===== src/rtl/dmem_pkg.sv =====
`default_nettype none
// ============================================================================
// Module      : dmem_pkg
// Description : Shared data-memory definitions for the ATmega32A data space:
//               region boundaries, store-queue entry layout, destination
//               target encoding and the address decode function that both
//               the read mux and the store writer use.
//               Optional feature macro: STORE_BOUNDS_CHECK_EN
// Revision    : 1.0 - initial release
// ============================================================================
package dmem_pkg;

  localparam logic [15:0] REG_TOP  = 16'h001F;
  localparam logic [15:0] IO_TOP   = 16'h005F;
  localparam logic [15:0] SRAM_TOP = 16'h085F;
  localparam logic [15:0] IO_BASE  = 16'h0020;

  typedef enum logic [1:0] {
    TGT_REG  = 2'd0,
    TGT_IO   = 2'd1,
    TGT_SRAM = 2'd2,
    TGT_NONE = 2'd3
  } dmem_tgt_e;

  // One posted store: address (or IO index), byte and IO-only qualifier
  typedef struct packed {
    logic [15:0] addr;
    logic [7:0]  data;
    logic        io_only;
  } store_entry_t;

  // Physical destination: which file and the index inside it
  typedef struct packed {
    dmem_tgt_e   tgt;
    logic [10:0] idx;
  } dmem_target_t;

  // Normalise a data-space address or IO index to a physical target.
  // IO index N and data address N+0x20 produce identical results.
  function automatic dmem_target_t dmem_decode(input logic [15:0] addr,
                                               input logic        io_only);
    dmem_target_t t;
    t.tgt = TGT_SRAM;
    t.idx = addr[10:0];
    if (io_only) begin
      t.tgt = TGT_IO;
      t.idx = {5'd0, addr[5:0]};
    end else if (addr <= REG_TOP) begin
      t.tgt = TGT_REG;
      t.idx = {6'd0, addr[4:0]};
    end else if (addr <= IO_TOP) begin
      t.tgt = TGT_IO;
      t.idx = {5'd0, addr[5:0] - IO_BASE[5:0]};
    end
`ifdef STORE_BOUNDS_CHECK_EN
    else if (addr > SRAM_TOP) begin
      t.tgt = TGT_NONE;
      t.idx = 11'd0;
    end
`endif
    return t;
  endfunction

endpackage
`default_nettype wire


===== src/rtl/data_store_writer_fifo.sv =====
`default_nettype none
// ============================================================================
// Module      : store_fifo
// Description : DEPTH-entry circular buffer of posted stores. Exposes the
//               head entry for issue and every slot (address, qualifier and
//               valid flag) for read-after-write hazard comparison.
// Revision    : 1.0 - initial release
// ============================================================================
module store_fifo
  import dmem_pkg::*;
#(
  parameter int DEPTH = 2
) (
  input  logic                                clk,
  input  logic                                rst_n,
  input  logic                                push,
  input  store_entry_t                        push_entry,
  input  logic                                pop,
  output store_entry_t                        head,
  output logic [$clog2(DEPTH):0]              count,
  output logic [DEPTH-1:0][15:0]              entry_addr,
  output logic [DEPTH-1:0]                    entry_io_only,
  output logic [DEPTH-1:0]                    entry_valid
);

  localparam int PW = $clog2(DEPTH);
  localparam int CW = PW + 1;

  logic [PW-1:0]             wr_ptr;
  logic [PW-1:0]             rd_ptr;
  store_entry_t [DEPTH-1:0]  mem;
  logic                      do_push;
  logic                      do_pop;

  // A push is refused when full even if a pop happens this cycle, so
  // req_ready never depends on the issue side combinationally.
  assign do_push = push && (count < CW'(DEPTH));
  assign do_pop  = pop && (count != '0);
  assign head    = mem[rd_ptr];

  // Pointer, occupancy and storage update
  always_ff @(posedge clk or negedge rst_n) begin
    if (!rst_n) begin
      wr_ptr <= '0;
      rd_ptr <= '0;
      count  <= '0;
      mem    <= '0;
    end else begin
      if (do_push) begin
        mem[wr_ptr] <= push_entry;
        wr_ptr      <= wr_ptr + PW'(1);
      end
      if (do_pop) begin
        rd_ptr <= rd_ptr + PW'(1);
      end
      count <= count + CW'(do_push) - CW'(do_pop);
    end
  end

  // A slot is live when its distance from rd_ptr is below the occupancy
  for (genvar i = 0; i < DEPTH; i++) begin : g_slot
    logic [PW-1:0] rel;
    assign rel              = PW'(i) - rd_ptr;
    assign entry_valid[i]   = ({1'b0, rel} < count);
    assign entry_addr[i]    = mem[i].addr;
    assign entry_io_only[i] = mem[i].io_only;
  end

endmodule
`default_nettype wire


===== src/rtl/data_store_writer.sv =====
`default_nettype none
// ============================================================================
// Module      : data_store_writer
// Description : Posted-write store path of the data space. Queues CPU byte
//               stores, decodes each into the register file, IO file or
//               SRAM and drives a single-cycle write strobe per store, in
//               acceptance order. Flags read-after-write hazards.
//               Optional feature macro: STORE_BOUNDS_CHECK_EN (drop and flag
//               stores beyond the top of SRAM instead of wrapping them).
// Revision    : 1.0 - initial release
// ============================================================================
module data_store_writer
  import dmem_pkg::*;
#(
  parameter int DEPTH = 2
) (
  input  logic        clk,
  input  logic        rst_n,
  input  logic        req_valid,
  output logic        req_ready,
  input  logic [15:0] req_addr,
  input  logic [7:0]  req_data,
  input  logic        req_io_only,
  output logic        reg_we,
  output logic [4:0]  reg_waddr,
  output logic [7:0]  reg_wdata,
  output logic        io_we,
  output logic [5:0]  io_waddr,
  output logic [7:0]  io_wdata,
  output logic        sram_we,
  output logic [10:0] sram_addr,
  output logic [7:0]  sram_wdata,
  input  logic [15:0] rd_addr,
  input  logic        rd_io_only,
  output logic        hazard,
  output logic        busy,
  output logic        err
);

  localparam int CW = $clog2(DEPTH) + 1;

  localparam logic [0:0] ST_IDLE  = 1'b0;
  localparam logic [0:0] ST_ISSUE = 1'b1;

  logic [0:0]              state;
  logic [0:0]              next_state;
  logic [CW-1:0]           count;
  store_entry_t            req_entry;
  store_entry_t            head;
  dmem_target_t            head_tgt;
  dmem_target_t            rd_tgt;
  logic [DEPTH-1:0][15:0]  entry_addr;
  logic [DEPTH-1:0]        entry_io_only;
  logic [DEPTH-1:0]        entry_valid;
  logic [DEPTH-1:0]        hit;
  logic                    accept;
  logic                    pop;

  // Last written address/data per destination, held between strobes
  logic [4:0]              reg_waddr_hold;
  logic [7:0]              reg_wdata_hold;
  logic [5:0]              io_waddr_hold;
  logic [7:0]              io_wdata_hold;
  logic [10:0]             sram_addr_hold;
  logic [7:0]              sram_wdata_hold;

  assign req_ready = (count < CW'(DEPTH));
  assign accept    = req_valid && req_ready;
  assign req_entry = '{addr: req_addr, data: req_data, io_only: req_io_only};

  // ISSUE tracks "queue non-empty", so the head is the store being written
  // this cycle and it leaves the queue at the end of the cycle.
  assign pop       = (state == ST_ISSUE);
  assign head_tgt  = dmem_decode(head.addr, head.io_only);

  store_fifo #(
    .DEPTH (DEPTH)
  ) u_fifo (
    .clk           (clk),
    .rst_n         (rst_n),
    .push          (accept),
    .push_entry    (req_entry),
    .pop           (pop),
    .head          (head),
    .count         (count),
    .entry_addr    (entry_addr),
    .entry_io_only (entry_io_only),
    .entry_valid   (entry_valid)
  );

  // Issue FSM state register
  always_ff @(posedge clk or negedge rst_n) begin
    if (!rst_n) begin
      state <= ST_IDLE;
    end else begin
      state <= next_state;
    end
  end

  // Issue FSM next state: leave ISSUE only when the last entry pops unrefilled
  always_comb begin
    next_state = state;
    case (state)
      ST_IDLE:  if (accept) next_state = ST_ISSUE;
      ST_ISSUE: if ((count == CW'(1)) && !accept) next_state = ST_IDLE;
      default:  next_state = ST_IDLE;
    endcase
  end

  // Issue FSM outputs: one strobe for the head entry, held values otherwise
  always_comb begin
    reg_we     = 1'b0;
    io_we      = 1'b0;
    sram_we    = 1'b0;
    if (state == ST_ISSUE) begin
      case (head_tgt.tgt)
        TGT_REG:  reg_we  = 1'b1;
        TGT_IO:   io_we   = 1'b1;
        TGT_SRAM: sram_we = 1'b1;
        default:  ;
      endcase
    end
    reg_waddr  = reg_we  ? head_tgt.idx[4:0] : reg_waddr_hold;
    reg_wdata  = reg_we  ? head.data         : reg_wdata_hold;
    io_waddr   = io_we   ? head_tgt.idx[5:0] : io_waddr_hold;
    io_wdata   = io_we   ? head.data         : io_wdata_hold;
    sram_addr  = sram_we ? head_tgt.idx      : sram_addr_hold;
    sram_wdata = sram_we ? head.data         : sram_wdata_hold;
  end

  // Capture each destination's address/data as it is written
  always_ff @(posedge clk or negedge rst_n) begin
    if (!rst_n) begin
      reg_waddr_hold  <= '0;
      reg_wdata_hold  <= '0;
      io_waddr_hold   <= '0;
      io_wdata_hold   <= '0;
      sram_addr_hold  <= '0;
      sram_wdata_hold <= '0;
    end else begin
      if (reg_we) begin
        reg_waddr_hold <= reg_waddr;
        reg_wdata_hold <= reg_wdata;
      end
      if (io_we) begin
        io_waddr_hold <= io_waddr;
        io_wdata_hold <= io_wdata;
      end
      if (sram_we) begin
        sram_addr_hold  <= sram_addr;
        sram_wdata_hold <= sram_wdata;
      end
    end
  end

`ifdef STORE_BOUNDS_CHECK_EN
  assign err = (state == ST_ISSUE) && (head_tgt.tgt == TGT_NONE);
`else
  assign err = 1'b0;
`endif

  assign busy = (count != '0) || reg_we || io_we || sram_we;

  // The issuing store is the head slot, so comparing every live slot also
  // covers the store currently on the write strobes.
  assign rd_tgt = dmem_decode(rd_addr, rd_io_only);

  for (genvar i = 0; i < DEPTH; i++) begin : g_hazard
    dmem_target_t e_tgt;
    assign e_tgt  = dmem_decode(entry_addr[i], entry_io_only[i]);
    assign hit[i] = entry_valid[i] && (e_tgt.tgt != TGT_NONE) && (e_tgt == rd_tgt);
  end

  assign hazard = |hit;

endmodule
`default_nettype wire

===== config.mk =====
export PLATFORM = sky130hd
export DESIGN_NAME = data_store_writer
export DESIGN_NICKNAME = d
export VERILOG_FILES = /design/src/rtl/dmem_pkg.sv /design/src/rtl/data_store_writer_fifo.sv /design/src/rtl/data_store_writer.sv
export SDC_FILE = /design/constraint.sdc
export NUM_CORES = 1
export LEC_CHECK = 0
export CORE_MARGIN = 5
export CORE_UTILIZATION = 43
export DETAILED_ROUTE_END_ITERATION = 12
export PLACE_DENSITY_LB_ADDON = 0.12
export SLEW_MARGIN = 20
export SYNTH_ARGS = -nofsm -noshare
export SYNTH_HDL_FRONTEND = slang
export SYNTH_SLANG_ARGS = --single-unit

===== constraint.sdc =====
create_clock -name clk -period 3.6 [get_ports clk]
set_clock_uncertainty 0.1 [all_clocks]
set_input_delay 0.9 -clock clk [delete_from_list [all_inputs] [get_ports clk]]
set_output_delay 0.9 -clock clk [all_outputs]
set_load 0.03 [all_outputs]

**Word-level counts from Yosys, hierarchy flattened**

Index checks and enable logic that the tools add are counted.

- $add $sub $neg: 10
- $lt $le $gt $ge: 14
- Equal/unequal tests: 7
- Mux-type cells: 32
- Bitwise gates (word level): 1
- Reductions and logical operators: 16

Operators with widths:

| kind | count |
|---|---|
| two-way mux 13 bit | 12 |
| two-way mux 25 bit | 3 |
| <= comparator 16 x 5 -> 1 bit (second input constant) | 4 |
| <= comparator 16 x 7 -> 1 bit (second input constant) | 4 |
| bitwise mux 50 bit | 1 |
| equality test 13 bit | 2 |
| demux 25 bit (select 1 bit) | 1 |
| two-way mux 8 bit | 3 |
| subtractor 6 bit (second input constant) | 4 |
| two-way mux 11 bit | 1 |
| logical AND 1 bit | 9 |
| two-way mux 1 bit | 8 |
| two-way mux 6 bit | 1 |
| two-way mux 5 bit | 1 |
| equality test 2 x 1 -> 1 bit (second input constant) | 2 |
| less-than comparator 1 x 2 -> 1 bit | 2 |
| less-than comparator 1 x 2 -> 1 bit (second input constant) | 2 |
| inequality test 2 bit (second input constant) | 2 |
| logical OR 1 bit | 3 |
| adder 1 bit (second input constant) | 2 |
| adder 2 x 1 -> 2 bit | 1 |
| equality test 2 bit (second input constant) | 1 |
| logical NOT 2 bit | 1 |
| less-than comparator 2 bit (second input constant) | 1 |
| 8 further kinds | 9 |

- Flip-flop bits (word level): 101
- Logic and storage cells: 96

**Depth between registers and ports, before layout**

- Depth after elaboration: 12
- Gate-level depth with buffers: 8

**Modules after synthesis**

Synthesis repeated with hierarchy kept, for this count alone.

- Cells, all modules: 453
- Area, all modules: 5804.3 um^2

By module, submodules not included:

| module | instances | cells an instance | area each (um^2) |
|---|---|---|---|
| data_store_writer | 1 | 265 | 3052.9 |
| store_fifo | 1 | 188 | 2751.4 |

**Worst setup path after synthesis**

OpenSTA, ideal clock, no wires.

- Path type: input port to output port
- Start: in rd_addr[10]
- End: out hazard
- Arrival time: 2.538 ns
- Data required time: 2.600 ns
- Slack: 0.062 ns
- Stages: 6
- Path through: buf_2 -> or4_4 -> o41ai_4 -> o2111ai_2 -> a211oi_2 -> a22o_1

- Word-level cells in the longest chain between the ends: 7

RTL lines:

| what | line | text |
|---|---|---|
| from (decl) | data_store_writer.sv:33 | `input logic [15:0] rd_addr,` |
| <= comparator 16 x 7 -> 1 bit | dmem_pkg.sv:51 | `end else if (addr <= IO_TOP) begin` |
| two-way mux 13 bit | dmem_pkg.sv:51 |  |
| two-way mux 13 bit (*) | dmem_pkg.sv:48 | `end else if (addr <= REG_TOP) begin` |
| two-way mux 13 bit (*) | dmem_pkg.sv:45 | `if (io_only) begin` |
| equality test 13 bit | data_store_writer.sv:171 | `assign hit[i] = entry_valid[i] && (e_tgt.tgt != TGT_NONE) && (e_tgt == rd_tgt);` |
| logical AND 1 bit | data_store_writer.sv:171 |  |
| OR reduction 2 bit (*) | data_store_writer.sv:174 | `assign hazard = \|hit;` |
| to (decl) | data_store_writer.sv:35 | `output logic hazard,` |

Every way passes the cells marked *; elsewhere a longest branch is shown, timed or not.

**Worst setup path after layout**

- Start: in rd_addr[12]
- End: out hazard

The elaborated chain is that of the path after synthesis.

==> metrics.csv <==
stage,metric,value,unit
clocking,worstSkewPairLatency,340,ps
clocking,root_buffer,clkbuf_16,
sta,max_freq,271.6,MHz
synthesis,synth_cell_types,51,
drt,vias_per_cell,5.199,
placement,pre_cts_slack,-448.7,ps
final_layout,seq_area,0.002529,mm2
power,p_per_area,1060,mW/mm2
run,maxCapViolCount,0,
worst_hold_path,hold_path.class,reg2reg,
sta,worst_slack,-81.28,ps
die,io_pins,98,
sta,period_needed,3681,ps
critical_path,cp_num_buf_inv,3,
drt,first_pass_iters,4,
final_layout,fin_nets,626,
placement,post-place-cells,730,
critical_path,cp.arrival,2680,ps
drt,dr_total_vias,3920,
final_layout,diodes,0,
die,die_w,122.7,um
synthesis,synth_cells,425,
synthesis,postSynthAreaPerCell,12.85,um2
synthesis,synth_common_cells,"147 x mux2_2, 101 x dfrtp_1, 18 x xor2_1",
run_status,violations,negative setup slack,
sta,slew_headroom,0.5587,
sta,rsz0062_at_grt,true,
drt,drtAntennaViolNets,0,
synthesis,synthArstFlopShare,1.000,
critical_path,worst_path_dominant_cell_family,compound AO/OA/AOI/OAI gates,
clocking,clkSlewWorstSetupHoldPaths,60,ps
run_status,status,finished with violations,
drt,drt_iter0_markers,162,
grt,grtUsageTotal,0.1837,
sta,tightest_slew,661.9,ps
drt,drc,0,
grt,grt_antenna_before_repair,1,
synthesis,synth_edf_count,0,
placement,gp_congestion,0.8355,
sta,hold_viol,0,
die,fp-row-count,41,
critical_path,crit_chain,buf_6 > or4_4 > o41ai_4 > buf_4 > a22o_1 > a22oi_1 > a22o_1 > buf_6,
die,dieArea,0.01506,mm2
critical_path,critical_path_class,in2out,
drt,routedWlPerCell,17.82,um
critical_path,critPathCaptureType,primary output,
die,core,0.01252,mm2
critical_path,critPathRequiredTime,2600,ps
synthesis,yosys.area.top_type,dfrtp_1,
synthesis,yosysMostFrequentCell,mux2_2,
placement,io_buffers,96,
critical_path,cpMaxStageDelayCell,or4_4,
synthesis,syn_nets,472,
final_layout,fill_cells,1098,
synthesis,syn_area,0.005463,mm2
power,p_leak,3.312,nW
clocking,ctsHtreeMaxLevel,3,
sta,setup_viol,1,
clocking,cts_buffer_depth,2,
placement,hpwl,9579,um
grt,grt_overflow,0,
synthesis,synth_area_leaders,"dfrtp_1 46%, mux2_2 30%, xor2_1 2.9%",
clocking,cts_tree,built,
sta,whs,400.5,ps
final_layout,multi_input_area,0.002867,mm2
synthesis,synth_top_cell_area_share,0.4627,
clocking,numCtsBuffers,9,
grt,grt_max_degree,54,
synthesis,ys_seq_area_frac,0.4627,
critical_path,cp-start-kind,input pin,
final_layout,drive_above_1_share,0.5344,
final_layout,instances_no_fill,754,
sta,timing.final.crit_share,1.023,
grt,grt_pass1_vias,4211,
synthesis,ys_warn_count,0,
sta,maxSlewViolCount,0,
critical_path,critPathMaxFanout,3,
final_layout,area_growth,35.02,%
critical_path,max_stage_delay,560,ps
power,peakVddDrop,0.6627,mV
grt,grt_first_pass_wirelength,21440,um
clocking,clock-sinks,101,
die,initial_core_util,0.4364,
clocking,cts_hold_buf,0,
synthesis,ys_seq_elements,101,
die,die_h,122.7,um
drt,wirelength,13430,um
synthesis,synthFlopType,dfrtp_1,
-- power breakdown --
| group | switching, mW | internal (mW) | leakage [nW] |
|---|---|---|---|
| registers | 0.394 | 1.71 | 1.23 |
| clock network | 0.404 | 0.642 | 0.158 |
| logic | 2.43 | 2.25 | 1.93 |
| total | 3.22 | 4.60 | 3.31 |
-- repair_timing --
action,4_1_cts,5_1_grt
gates cloned,1,1
hold endpoints to repair,0,0
buffers inserted,4,4
resized for setup,95,62
pin swaps,11,19
endpoints found under the setup margin,34,30
-- metrics by stage --
step | cell area [um2] | total power, mW | setup TNS (ps) | util
6_report | 7376 | 7.820 | -81.28 | 0.5893
3_3_place_gp | 6948 | 6.751 | -398.6 | 0.5551
4_1_cts | 7366 | 7.870 | -169.5 | 0.5885
2_1_floorplan | 5463 | 5.181 | 0 | -
5_1_grt | 7376 | 8.338 | -293.0 | 0.5893
3_5_place_dp | 6948 | 6.857 | -448.7 | 0.5551
-- sequential cells by signal, indices dropped and copies added (netlist names) --
register / flops
u_fifo.mem: 16
pop: 1
reg_waddr_hold: 5
u_fifo.rd_ptr: 1
u_fifo.wr_ptr: 1
reg_wdata_hold: 8
u_fifo.entry_addr: 32
sram_addr_hold: 11
io_waddr_hold: 6
sram_wdata_hold: 8
u_fifo.entry_io_only: 2
io_wdata_hold: 8
u_fifo.count: 2
-- area by class of cell --
cell class              instances  share of cell area
clock buffers                  11             0.03427
clock inverters                 3            0.009330
inverters                      15            0.007634
multi-input cells             288              0.3886
flip-flops and latches        101              0.3428
well taps                     172             0.02918
repair buffers                164              0.1881
-- layer usage --
layer / vias up / GRT usage / wire (um)
met2: 70 / 0.3177 / 6794
met3: 11 / 0.04793 / 646
met5: - / 0 / 12
met1: 1971 / 0.2315 / 5859
met4: 2 / 0.03989 / 119
li1: 1866 / - / -
-- cells in the final DEF, fill, tap and decap left out, drive strengths merged, types with 9 or more instances in the layout --
cell type,instances
nand2,16
clkbuf,21
buf,105
inv,16
nor4,9
mux2,150
dfrtp,101
clkdlybuf4s50,31
o21ai,11
dlygate4sd2,12
xor2,18
-- worst paths after layout --
kind	from	endpoint	cells after the start	slack (ps)
setup / recovery	rd_addr[12]	hazard	8	-80
hold / removal	io_waddr_hold[2]	io_waddr_hold[2]	1	400
setup reg to reg	u_fifo.entry_addr[23]	io_waddr_hold[3]	10	1080
hold reg to reg	io_waddr_hold[2]	io_waddr_hold[2]	1	400
max in group asynchronous	rst_n	u_fifo.rd_ptr	2	2220
min in group asynchronous	rst_n	u_fifo.entry_addr[16]	1	480
-- cell families after synthesis --
family          Yosys count  synth area share
other cells               1         0.0006865
fa+ha+maj                 2          0.004580
mux                     155            0.3229
flops                   101            0.4627
simple gates             61           0.06963
buf+inv                  36           0.03481
compound gates           44           0.06459
xor+xnor                 25           0.04008
Power figures use the tool's default switching activity.
